### src/rtl/ac97_sin_pkg.sv
// Shared constants and types for the AC-link serial input deserializer.
// Slot end indices are the frame bit index of each captured slot's LSB.
package ac97_sin_pkg;

   localparam int FRAME_LEN = 256;
   localparam int CNT_W     = 8;
   localparam int SLT0_W    = 16;
   localparam int SLT_W     = 20;

   localparam logic [CNT_W-1:0] SLT0_END = 8'd15;
   localparam logic [CNT_W-1:0] SLT1_END = 8'd35;
   localparam logic [CNT_W-1:0] SLT2_END = 8'd55;
   localparam logic [CNT_W-1:0] SLT3_END = 8'd75;
   localparam logic [CNT_W-1:0] SLT4_END = 8'd95;
   localparam logic [CNT_W-1:0] SLT6_END = 8'd135;

   typedef enum logic {
      ST_IDLE = 1'b0,
      ST_RUN  = 1'b1
   } ac97_state_e;

endpackage

### src/rtl/ac97_sin.sv
// AC-link receive deserializer: locks to SYNC rising edges, shifts sdata_in MSB first
// and captures slots 0,1,2,3,4,6 with tag-qualified valid pulses and SYNC error flags.
module ac97_sin
   import ac97_sin_pkg::*;
(
   input  logic              clk,
   input  logic              rst,
   input  logic              sync,
   input  logic              sdata_in,
   output logic [SLT0_W-1:0] slt0,
   output logic [SLT_W-1:0]  slt1,
   output logic [SLT_W-1:0]  slt2,
   output logic [SLT_W-1:0]  slt3,
   output logic [SLT_W-1:0]  slt4,
   output logic [SLT_W-1:0]  slt6,
   output logic              codec_ready,
   output logic [4:0]        in_valid,
   output logic              frame_done,
   output logic              sync_err,
   output ac97_state_e       dbg_state
);

   ac97_state_e       state, state_nxt;
   logic              sync_d;
   logic              rise;
   logic              wrap;
   logic              cap_en;
   logic              frame_done_nxt;
   logic              sync_err_nxt;
   logic [CNT_W-1:0]  bit_cnt;
   logic [SLT_W-2:0]  sh;
   logic [SLT_W-1:0]  word;

   // bit_cnt holds the frame index of the bit being sampled this cycle while in RUN;
   // a rise always re-anchors that bit to index 0.
   assign rise      = sync & ~sync_d;
   assign wrap      = (bit_cnt == '0);
   assign word      = {sh, sdata_in};
   assign dbg_state = state;

   always_ff @(posedge clk or negedge rst) begin
      if (!rst) state <= ST_IDLE;
      else      state <= state_nxt;
   end

   always_comb begin
      state_nxt = state;
      case (state)
         ST_IDLE: if (rise) state_nxt = ST_RUN;
         ST_RUN:  if (wrap && !rise) state_nxt = ST_IDLE;
         default: state_nxt = ST_IDLE;
      endcase
   end

   // Wrap without a rise is a missing SYNC; a rise anywhere else is an early SYNC.
   always_comb begin
      frame_done_nxt = 1'b0;
      sync_err_nxt   = 1'b0;
      cap_en         = 1'b0;
      if (state == ST_RUN) begin
         frame_done_nxt = wrap;
         sync_err_nxt   = wrap ^ rise;
         cap_en         = ~rise;
      end
   end

   always_ff @(posedge clk or negedge rst) begin
      if (!rst) begin
         sync_d      <= 1'b1;
         sh          <= '0;
         bit_cnt     <= '0;
         slt0        <= '0;
         slt1        <= '0;
         slt2        <= '0;
         slt3        <= '0;
         slt4        <= '0;
         slt6        <= '0;
         codec_ready <= 1'b0;
         in_valid    <= '0;
         frame_done  <= 1'b0;
         sync_err    <= 1'b0;
      end else begin
         sync_d     <= sync;
         sh         <= word[SLT_W-2:0];
         frame_done <= frame_done_nxt;
         sync_err   <= sync_err_nxt;
         in_valid   <= '0;
         if (rise)                 bit_cnt <= CNT_W'(1);
         else if (state == ST_RUN) bit_cnt <= bit_cnt + CNT_W'(1);
         else                      bit_cnt <= '0;
         if (cap_en) begin
            case (bit_cnt)
               SLT0_END: begin
                  slt0        <= word[SLT0_W-1:0];
                  codec_ready <= word[SLT0_W-1];
               end
               SLT1_END: begin slt1 <= word; in_valid[0] <= slt0[14]; end
               SLT2_END: begin slt2 <= word; in_valid[1] <= slt0[13]; end
               SLT3_END: begin slt3 <= word; in_valid[2] <= slt0[12]; end
               SLT4_END: begin slt4 <= word; in_valid[3] <= slt0[11]; end
               SLT6_END: begin slt6 <= word; in_valid[4] <= slt0[9];  end
               default: ;
            endcase
         end
      end
   end

endmodule

### config.mk
export PLATFORM = sky130hd
export DESIGN_NAME = ac97_sin
export DESIGN_NICKNAME = d
export VERILOG_FILES = /design/src/rtl/ac97_sin_pkg.sv /design/src/rtl/ac97_sin.sv
export SDC_FILE = /design/constraint.sdc
export NUM_CORES = 1
export LEC_CHECK = 0
export BUFFER_PORTS_ARGS = -buffer_cell sky130_fd_sc_hd__clkbuf_2
export CORE_MARGIN = 8
export CORE_UTILIZATION = 48
export DETAILED_ROUTE_END_ITERATION = 8
export PLACE_DENSITY = 0.75
export SLEW_MARGIN = 15
export SYNTH_ARGS = -nofsm -noshare
export SYNTH_HDL_FRONTEND = slang
export SYNTH_SLANG_ARGS = --single-unit
### constraint.sdc
create_clock -name clk -period 1.8 [get_ports clk]
set_input_delay 0.27 -clock clk [delete_from_list [all_inputs] [get_ports clk]]
set_output_delay 0.27 -clock clk [all_outputs]
set_load 0.01 [all_outputs]
==> metrics.md <==
| Metric | Value |
|---|---|
| Status | finished with violations |
| Failing checks | negative setup slack |
| Leakage Power | around 4.1 nW |
| Tot GR Track Use | 18.0% |
| Hold Crit Class | input port to register |
| Global-route met1 utilization | 21.3% |
| First-pass GRT wire length | 22.0 mm |
| Sequential Power Share | approximately 47% |
| Synthesized net count | 354 |
| Fin cells | between 600 and 700 |
| Slew @ Worst Pin | 0.382 ns |
| Final-report hold violation count | 0 |
| Total CTS buffers | 17 |
| Max-cap viol count | 0 |
| Share of cells above drive strength 1 | 61.9% |
| Initial drt markers | around 230 |
| Worst-case clock buffer depth | 2 |
| Sw power | 1.72 mW |
| FMAX | 0.535 GHz |
| M3 GR Usage | 8.26% |
| Cell count after placement | 630 |
| FF+latch count, synth | 152 |
| Initial antenna violation count | 0 |
| Most used DFF post-synth | dfrtp_1 |
| Mapped Cells | ~350 |
| Clk pwr share | approximately 47% |
| Die boundary width | 125 um |
| CTS Sinks | approximately 150 |
| Sw Share | 22.4% |
| Peak supply drop | roughly 0.84 mV |
| P&R area growth vs syn | 37.0% |
| Element type at the critical path end | register |
| Power per cell area | 993 nW/um^2 |
| Largest net degree at the start of global routing | 55 |
| IO Pins | ~130 |
| Nets | 532 |
| DRC Markers | 0 |
| Crit Path Max Fanout | 6 |
| Clock skew | 0.00699 ns |
| Top cell type by total area after synthesis | dfrtp_1 |
| Vias post-DR | 3580 |
| Post-DR wirelength/cell | 20.9 um |
| I/O Buffers | 128 |
| Post-DR vias/cell | roughly 5.3 |
| Netlist cell types | 39 |
| Post-synthesis sequential area ratio | 67.3% |
| Slew Viols, Final | 0 |
| CP Launch Type | register |
| Mapped cell area | approximately 5700 um^2 |
| Dpl hpwl | between 9 and 10 mm |
| Most frequent cells after synthesis | dfrtp_1, mux2_2, buf_2, mux2_4, nor2_1 |
| Total chip power | 7.69 mW |
| Core area | 11500 um^2 |
| Die ar. | 15500 um^2 |
| Average size of a mapped cell | 16.3 um^2 |
| Fin crit period | around 1.9 ns |
| Asr flop ratio synth | 100% |
| CTS tree | built |
| Global route overflow | 0 |
| WL final | 14.2 mm |
| Worst setup margin | -0.0698 ns |
| RSZ-0062 raised after global routing | yes |
| Area share of the largest cell type after synthesis | about two thirds |
| Internal power | roughly 6.0 mW |
| Pre-CTS WS | -0.144 ns |
| GR Util met2 | about 28% |
| Finish-stage setup viols | between 70 and 80 |
| Detailed Routing Iterations Pass 1 | 4 |
| GR peak layer | met2 |
| H-tree Lvls | 4 |
| Skew-Pair Late Insertion Delay | 0.42 ns |
| Max transition margin | 74.5% |
| Most common cell in the netlist | dfrtp_1 |
| Fillcell total | 815 |
| Vias in the first global route | slightly below 4000 |
| Routability cong. | 0.804 |
| Logic gate share of total power | 6.6% |
| Synth top area cells | dfrtp_1, mux2_2, mux2_4, buf_2, ha_1 |
| Number of synthesized flops with an enable pin | 0 |
| Synth warn | 0 |
| # rows | 39 |
| Crit Path Class | register to register |
| Die Y | 125 um |
| Period utilisation layout | 104% |
| Root cell of the clock tree | clkbuf_16 |
| Antenna viol nets, final | 0 |
| Arr. time, crit path | 2.16 ns |
| Post-layout util | 67.6% |
| Reg clk slew, reported paths | roughly 0.060 ns |
| Worst path required time | about 2.1 ns |
| # diodes | 0 |
| Initial Util | 49.3% |
## cell usage in the layout, fill, tap and decap left out, types with 3 or more instances in the layout
cell       count
mux2_4        38
dfrtp_1      150
nand2_1        4
o21ai_0        3
nand4_1        3
bufinv_16      3
nor2_1         7
buf_6          6
clkbuf_16     21
mux2_2        78
clkbuf_2     127
clkinv_2       3
inv_1          7
buf_8          7
nand3_1        3
buf_4         22
buf_12         6
## final cells by class
type | count | area [um^2] | share of cell area [%]
Clock inverter | 11 | 146 | 1.89
Tap cell | 143 | 179 | 2.31
Inverter | 8 | 30.0 | 0.388
Sequential cell | 152 | 3810 | 49.1
Timing Repair Buffer | 175 | 1240 | 16.0
Multi-Input combinational cell | 171 | 1890 | 24.3
Clock buffer | 21 | 460 | 5.94
## power by group through the flow
stage	sequential, mW	combinational, mW	clock [mW]
after floorplan	3.63	0.188	0
after global placement	3.63	0.391	0
after detailed placement	3.64	0.410	0
after CTS	3.59	0.475	3.67
after global routing	3.60	0.574	3.81
final	3.59	0.512	3.59
## final timing paths
path | depth (start not counted) | slack (ns) | to | startpoint
worst max-delay path | 5 | -0.07 | slt3[10] | bit_cnt[0]
worst min-delay path | 1 | 0.07 | sh[0] | sdata_in
worst max register to register | 5 | -0.07 | slt3[10] | bit_cnt[0]
worst min register to register | 0 | 0.50 | sh[16] | sh[15]
max in group asynchronous | 3 | 0.85 | slt6[4] | rst
min in group asynchronous | 2 | 0.28 | slt6[17] | rst
## critical path, stage by stage, from the launching register on
cell and delay [ns]:
dfrtp_1 0.41, ha_4 0.16, nand4bb_1 0.11, or4_4 0.63, buf_12 0.17, mux2_2 0.28
## metal layers
layer | vias to the layer above | wire length, um
met3 | 22 | 1260
met4 | 0 | 245
met1 | 1854 | 5940
li1 | 1577 | -
met2 | 127 | 6800
met5 | - | 0
## state kept, by name, indices dropped and copies added, names as in the netlist
| name | flops |
|---|---|
| slt1 | 20 |
| slt2 | 20 |
| slt3 | 20 |
| slt4 | 20 |
| slt6 | 20 |
| sh | 19 |
| slt0 | 16 |
| bit_cnt | 8 |
| in_valid | 5 |
| dbg_state | 1 |
| frame_done | 1 |
| sync_d | 1 |
| sync_err | 1 |
## logic make-up after synthesis
family / share of synthesized area (%)
AO/OA/AOI/OAI: 0.442
adder cells (fa/ha/maj): 0.664
multiplexers: 24.1
flip-flops: 67.3
XOR/XNOR: 0.465
buffers and inverters: 2.21
AND/OR/NAND/NOR: 4.84
## per-stage QoR
step	instance area (um^2)	TNS, ns	hold slack (ns)
after CTS	7490	-2.61	-0.0550
after global routing	7750	-5.66	0.0539
after floorplan	5670	-1.60	-0.0256
after detailed placement	6670	-4.89	0.148
after global placement	6670	-2.45	0.142
final	7750	-2.30	0.0687
## what timing repair did
| action | in CTS | in global routing |
|---|---|---|
| hold buffers | 1 | 1 |
| pin swaps | 3 | 6 |
| endpoints found under the hold margin | 22 | 1 |
| buffers inserted | 4 | 6 |
| endpoints found under the setup margin | 103 | 112 |
| gates resized for setup | 37 | 29 |
| gates cloned | 2 | 5 |
No activity file was read; power rests on OpenSTA's default activity.
